**src/rtl/warp_imem_ahb.sv**
```systemverilog
//------------------------------------------------------------------------------
// Module   : warp_imem_ahb
// Brief    : AHB-Lite read-only fetch bridge; single 64-bit transfers, one
//            pending redirect slot. Optional error flag: WARP_IMEM_FAULT_EN.
// Revision : 1.0
//------------------------------------------------------------------------------
`default_nettype none

module warp_imem_ahb #(
  parameter int          ADDR_W    = 39,
  parameter logic [3:0]  HPROT_VAL = 4'b0010
) (
  input  logic              i_clk,
  input  logic              i_rst,
  input  logic              i_imem_ren,
  input  logic [ADDR_W-1:0] i_imem_raddr,
  output logic              o_imem_valid,
  output logic [63:0]       o_imem_rdata,
  output logic [1:0]        o_htrans,
  output logic [ADDR_W-1:0] o_haddr,
  output logic              o_hwrite,
  output logic [2:0]        o_hsize,
  output logic [2:0]        o_hburst,
  output logic [3:0]        o_hprot,
  input  logic              i_hready,
  input  logic              i_hresp,
  input  logic [63:0]       i_hrdata
`ifdef WARP_IMEM_FAULT_EN
  ,
  output logic              o_imem_fault
`endif
);

  localparam logic [1:0] c_ST_IDLE = 2'd0;
  localparam logic [1:0] c_ST_ADDR = 2'd1;
  localparam logic [1:0] c_ST_DATA = 2'd2;
  localparam logic [1:0] c_ST_ERR  = 2'd3;

  localparam logic [1:0] c_HTRANS_IDLE   = 2'b00;
  localparam logic [1:0] c_HTRANS_NONSEQ = 2'b10;

  logic [1:0]        r_state;
  logic              r_pend_vld;
  logic [ADDR_W-4:0] r_pend_line;
  logic [1:0]        r_htrans;
  logic [ADDR_W-1:0] r_haddr;
  logic              r_valid;
  logic [63:0]       r_rdata;
  logic [ADDR_W-4:0] w_req_line;
  logic [2:0]        w_unused_raddr_lo;

  assign w_req_line        = i_imem_raddr[ADDR_W-1:3];
  assign w_unused_raddr_lo = i_imem_raddr[2:0];

`ifdef WARP_IMEM_FAULT_EN
  logic r_fault;
  assign o_imem_fault = r_fault;
`endif

  always_ff @(posedge i_clk) begin
    if (i_rst) begin
      r_state     <= c_ST_IDLE;
      r_pend_vld  <= 1'b0;
      r_pend_line <= '0;
      r_htrans    <= c_HTRANS_IDLE;
      r_haddr     <= '0;
      r_valid     <= 1'b0;
      r_rdata     <= '0;
`ifdef WARP_IMEM_FAULT_EN
      r_fault     <= 1'b0;
`endif
    end else begin
      r_valid <= 1'b0;
`ifdef WARP_IMEM_FAULT_EN
      r_fault <= 1'b0;
`endif
      case (r_state)
        c_ST_IDLE: begin
          // A held redirect goes first; a same-cycle request refills the slot.
          if (r_pend_vld) begin
            r_state    <= c_ST_ADDR;
            r_htrans   <= c_HTRANS_NONSEQ;
            r_haddr    <= {r_pend_line, 3'b000};
            r_pend_vld <= i_imem_ren;
            if (i_imem_ren) begin
              r_pend_line <= w_req_line;
            end
          end else if (i_imem_ren) begin
            r_state  <= c_ST_ADDR;
            r_htrans <= c_HTRANS_NONSEQ;
            r_haddr  <= {w_req_line, 3'b000};
          end
        end
        c_ST_ADDR: begin
          if (i_hready) begin
            r_state  <= c_ST_DATA;
            r_htrans <= c_HTRANS_IDLE;
          end
        end
        c_ST_DATA: begin
          if (i_hready) begin
            r_state <= c_ST_IDLE;
            r_valid <= 1'b1;
            r_rdata <= i_hrdata;
          end else if (i_hresp) begin
            r_state <= c_ST_ERR;
          end
        end
        c_ST_ERR: begin
          if (i_hready && i_hresp) begin
            r_state <= c_ST_IDLE;
            r_valid <= 1'b1;
`ifdef WARP_IMEM_FAULT_EN
            r_fault <= 1'b1;
            r_rdata <= '0;
`else
            r_rdata <= i_hrdata;
`endif
          end
        end
        default: begin
          r_state  <= c_ST_IDLE;
          r_htrans <= c_HTRANS_IDLE;
        end
      endcase

      // Requests arriving mid-transfer overwrite any older redirect.
      if ((r_state != c_ST_IDLE) && i_imem_ren) begin
        r_pend_vld  <= 1'b1;
        r_pend_line <= w_req_line;
      end
    end
  end

  assign o_imem_valid = r_valid;
  assign o_imem_rdata = r_rdata;
  assign o_htrans     = r_htrans;
  assign o_haddr      = r_haddr;
  assign o_hwrite     = 1'b0;
  assign o_hsize      = 3'b011;
  assign o_hburst     = 3'b000;
  assign o_hprot      = HPROT_VAL;

endmodule

`default_nettype wire

```
**config.mk**
```make
export PLATFORM = sky130hd
export DESIGN_NAME = warp_imem_ahb
export DESIGN_NICKNAME = d
export VERILOG_FILES = /design/src/rtl/warp_imem_ahb.sv
export SDC_FILE = /design/constraint.sdc
export NUM_CORES = 1
export LEC_CHECK = 0
export ABC_CLOCK_PERIOD_IN_PS = 2300
export CORE_MARGIN = 1.5
export CORE_UTILIZATION = 48
export DETAILED_ROUTE_END_ITERATION = 7
export PLACE_DENSITY_LB_ADDON = 0.08
export SLEW_MARGIN = 10
export SYNTH_ARGS = -nofsm -noshare
export SYNTH_HDL_FRONTEND = slang
export SYNTH_SLANG_ARGS = --single-unit
```
**constraint.sdc**
```tcl
create_clock -name i_clk -period 2.3 [get_ports i_clk]
set_input_delay 0.69 -clock i_clk [delete_from_list [all_inputs] [get_ports i_clk]]
set_output_delay 0.69 -clock i_clk [all_outputs]
set_load 0.005 [all_outputs]
```
==> results.md <==
Run status:
- The flow ran to the end, and the final reports show no timing, DRC or antenna violations.

Routing:
- The number of routed nets with antenna violations is 0.
- The routed wirelength normalized by instance count is 16.0 um.
- The via count normalized by instance count is 5.30.
- Detailed routing inserted a total of 5388 vias.
- For this run, design rule violations remaining after detail routing come to 0.
- The total wirelength of the detailed-routed design is 16200 um.
- For this block, the initial DRC count from the detailed router was 322.
- The number of iterations in the first detailed-routing pass is 4.

Worst hold path:
- The worst hold path begins at r_pend_line[33].
- The number of stages on the worst hold path is 2.
- The capture endpoint of the worst hold path is r_pend_line[33].
- In this run the worst hold path is classified as flip-flop to flip-flop.

Setup path:
- The buffer and inverter count on the worst path is 1.
- For flop-to-flop paths, the worst setup slack is 0.44 ns.
- The endpoint class of the critical path is an output pin.
- Traced cell by cell, the critical path runs through clkdlybuf4s50_1.
- The slowest stage of the critical path belongs to the cell sky130_fd_sc_hd__clkdlybuf4s50_1.
- In this run the worst path has a maximum fanout of 2.
- By startpoint and endpoint, the worst setup path is classified as flip-flop to output pin.
- In this design, the largest share of critical-path delay is due to buffers and inverters.
- The worst register-to-register path ends at r_pend_line[13].
- The maximum single-stage delay on the critical path is 0.55 ns.
- STA puts the critical path data required time at 1.61 ns.
- The data arrival time at the worst-slack endpoint is 1.30 ns.
- The number of cells on the worst reg-to-reg path is 4.
- The startpoint type of the worst setup path is a flip-flop.
- The start of the worst register-to-register path is r_state[1].

Power:
- The analysis attributes to cell leakage a power of 3.01 nW.
- The internal power is 5.02 mW.
- Registers are responsible for 40.9% of the overall power.
- Of the total power, the clock network draws 42.8%.
- The fraction of power consumed by combinational cells is 16.3%.
- The areal power density over the cells is 746 nW/um^2.
- In this run switching power makes up 23.5% of total power.
- The largest vdd supply drop is 0.000421 V.
- For this design the total switching power over the nets is 1.54 mW.

Placed design:
- Detailed placement ended at an HPWL of 10900 um.
- The routability congestion estimate from global placement is 0.763.
- The number of buffers inserted by port buffering is 206.

Synth:
- The post-synthesis mux area share is 5.93%.
- The synthesized netlist devotes 24.5% of its cell area to compound gates.
- The average instance area after synthesis is 9.22 um^2.
- The flip-flop and latch count after synthesis is 141.
- The share of synthesized area in the top cell type comes to 46.4%.
- Summing the areas of all xor and xnor instances in the mapped netlist gives 0% of the synthesized area.
- Of all flip-flops after synthesis, the portion carrying an async set or reset was 0%.
- The synthesized instance count is 659.
- After Yosys synthesis, and, or, nand and nor cells account for 14.9% of the synthesized area.
- The synthesized netlist devotes 0% of its cell area to adder and majority cells.
- By count the netlist is led by sky130_fd_sc_hd__dfxtp_1, sky130_fd_sc_hd__a21oi_1, sky130_fd_sc_hd__nand2_1.
- The library cell occupying the most area in the post-synthesis netlist is sky130_fd_sc_hd__dfxtp_1.
- Sorting the synthesized cells by area gives the leading types as sky130_fd_sc_hd__dfxtp_1, sky130_fd_sc_hd__a21oi_1, sky130_fd_sc_hd__or3b_1.
- Summing every instance area after synthesis gives 6080 um^2.
- sky130_fd_sc_hd__dfxtp_1 is the most common cell in the netlist.
- The count of warnings emitted by yosys is 0.
- Counting distinct cell types in the post-synthesis netlist gives 27.
- The primary flip-flop cell chosen by synthesis mapping is sky130_fd_sc_hd__dfxtp_1.
- After synthesis, the largest family of logic cells by area is compound AO/OA/AOI/OAI gates.
- The number of flops mapped to enable cells by yosys is 0.
- The register area share after synthesis is 46.4%.

Final layout:
- 0 antenna diodes ended up in the layout.
- The area growth from synthesis to layout is 44.8%.
- After the last flow step, the layout net total stands at 943.
- The multi-input combinational cells in the finished layout cover a total of 2820 um^2.
- The sequential cell area in the final layout is 2820 um^2.
- The fraction of final layout cells with drive strength greater than 1 is 10.3%.
- The final-layout fill cell count is 954.

Timing:
- The clock period minus final worst setup slack is 1.99 ns.
- The number of max-slew violations in the final report came to 0.
- Adding up every negative setup slack in the final design gives 0 ns.
- The actual slew at the worst max-slew pin is 1.05 ns.
- The smallest hold slack is 0.455 ns.
- The worst clock skew is 0.00470 ns.
- The part of the cycle the worst path needs is 86.6%.
- Based on the critical path, the design can be clocked at up to 0.502 GHz.
- Setup violations remaining at the end of the flow were counted as 0.
- Setup repair after global routing left no endpoint under its margin.
- The worst slew slack as a fraction of its limit is 29.9%.
- The count of endpoints failing hold in the final timing report is 0.

Floorplanning:
- Once the floorplan was initialized, standard cells occupied 50.0% of the core.
- 225 I/O pins were placed.
- The row count is 40.
- The width of the die is 116 um.
- The die footprint is 13300 um^2.
- The core area is 12200 um^2.
- The die is 116 um tall.

Clock network:
- Counting along the longest clock path gives a buffer depth of 2.
- The tree built by TritonCTS fans out to 141 sinks.
- The number of buffers inserted during clock tree synthesis is 17.
- For this design, the CTS-stage hold fixing added 0 buffers.
- In this run, post-CTS repair resized a total of 0 instances.
- CTS built an H-tree with a depth of 4.
- The CTS clock-pin slew for the worst setup and hold paths is 0.05 ns.
- The TritonCTS clock tree is done.
- The number of post-CTS setup repair buffers is 0.
- The insertion delay to the later sink of the worst-skew pair is 0.41 ns.
- The cell chosen for the clock root is sky130_fd_sc_hd__clkbuf_16.

GRT:
- The initial antenna violation count is 0.
- The largest net degree at the start of global routing is 78.
- The global-route usage over all layers is 24.4%.
- The first-pass GRT wire length is 25600 um.
- The via count of the first global-routing pass was 5291.
- The total grt overflow is 0.

Run:
- The tool flagged a number of max-cap violations equal to 0.
-- logic make-up after synthesis --
group / Yosys count
compound gates: 245
simple gates: 150
flops: 141
buf+inv: 85
mux: 36
other cells: 2
-- layout by cell type (no fill, tap or decap) --
cell                              instances
sky130_fd_sc_hd__inv_1                    1
sky130_fd_sc_hd__bufinv_16                3
sky130_fd_sc_hd__clkbuf_8                 5
sky130_fd_sc_hd__a31oi_1                  1
sky130_fd_sc_hd__o21ai_1                 10
sky130_fd_sc_hd__nor2b_4                  1
sky130_fd_sc_hd__a211oi_1                 6
sky130_fd_sc_hd__nor2b_1                  1
sky130_fd_sc_hd__clkbuf_1                 4
sky130_fd_sc_hd__o31ai_4                  1
sky130_fd_sc_hd__o31ai_1                  1
sky130_fd_sc_hd__and2_2                   1
sky130_fd_sc_hd__a211oi_2                30
sky130_fd_sc_hd__clkbuf_16               17
sky130_fd_sc_hd__or3b_1                  64
sky130_fd_sc_hd__o21ai_0                 56
sky130_fd_sc_hd__nand2_2                  1
sky130_fd_sc_hd__a21oi_1                139
sky130_fd_sc_hd__nor2_2                   1
sky130_fd_sc_hd__conb_1                  15
sky130_fd_sc_hd__clkdlybuf4s50_1        205
sky130_fd_sc_hd__mux2i_1                 36
sky130_fd_sc_hd__dfxtp_1                140
sky130_fd_sc_hd__o31a_1                   1
sky130_fd_sc_hd__nand2_1                 76
sky130_fd_sc_hd__nand3_1                  2
sky130_fd_sc_hd__nor3_1                   1
sky130_fd_sc_hd__clkinv_2                 3
sky130_fd_sc_hd__or2_1                    1
sky130_fd_sc_hd__buf_4                   15
sky130_fd_sc_hd__dfxtp_2                  1
sky130_fd_sc_hd__buf_12                   8
sky130_fd_sc_hd__nand3b_1                 1
-- registers in the layout, summed over array words and instances (netlist names) --
register      count
o_imem_rdata     64
r_state           2
r_pend_line      36
o_htrans          1
r_pend_vld        1
o_imem_valid      1
o_haddr          36
-- layer usage --
metal / part of all wire [%] / vias up / global-route usage [%]
li1: - / 2666 / -
met1: 41 / 2523 / 28.7
met2: 48 / 182 / 40.2
met3: 8.7 / 17 / 9.52
met4: 1.5 / 0 / 9.22
met5: 0 / - / 0
-- worst min-delay path, stage by stage (launching register included) --
cell and delay [ns]:
sky130_fd_sc_hd__dfxtp_1 0.30, sky130_fd_sc_hd__nand2_1 0.05, sky130_fd_sc_hd__a21oi_1 0.05
-- worst max-delay path by stage --
stage,depth (start not counted),to,start,slack (ns)
floorplan,5,o_haddr[12],i_imem_ren,0.70
global placement,5,o_haddr[38],i_imem_ren,0.14
detailed placement,5,o_imem_rdata[12],i_hready,0.06
CTS,1,o_imem_rdata[63],o_imem_rdata[63],0.28
global route,1,o_imem_rdata[63],o_imem_rdata[63],0.26
finish,1,o_haddr[26],o_haddr[26],0.31
-- cell type report --
class / count / area share [%]
Clock buffer: 26 / 5.79
Tap cell: 168 / 2.39
Timing Repair Buffer: 228 / 26.4
Sequential cell: 141 / 32.1
Inverter: 1 / 0.0427
Multi-Input combinational cell: 446 / 32.1
Clock inverter: 6 / 1.19
-- power by group through the flow --
| stage | Clock [mW] | Sequential (mW) | Combinational [mW] |
|---|---|---|---|
| 2_1_floorplan | 0 | 2.72 | 0.574 |
| 3_5_place_dp | 0 | 2.73 | 1.07 |
| 5_1_grt | 2.98 | 2.70 | 1.16 |
| 3_3_place_gp | 0 | 2.72 | 1.05 |
| 4_1_cts | 2.85 | 2.68 | 1.08 |
| 6_report | 2.81 | 2.68 | 1.07 |
-- metrics by stage --
step / area [um^2] / instances / setup WS (ns) / total power [mW] / util [%]
2_1_floorplan: 6130 / 672 / 0.696 / 3.30 / -
3_3_place_gp: 8180 / 984 / 0.137 / 3.77 / 67.3
3_5_place_dp: 8180 / 984 / 0.0553 / 3.80 / 67.3
4_1_cts: 8800 / 1016 / 0.282 / 6.61 / 72.3
5_1_grt: 8800 / 1016 / 0.259 / 6.83 / 72.3
6_report: 8800 / 1016 / 0.308 / 6.56 / 72.3
Note: power is estimated with default switching activity, not from simulation.
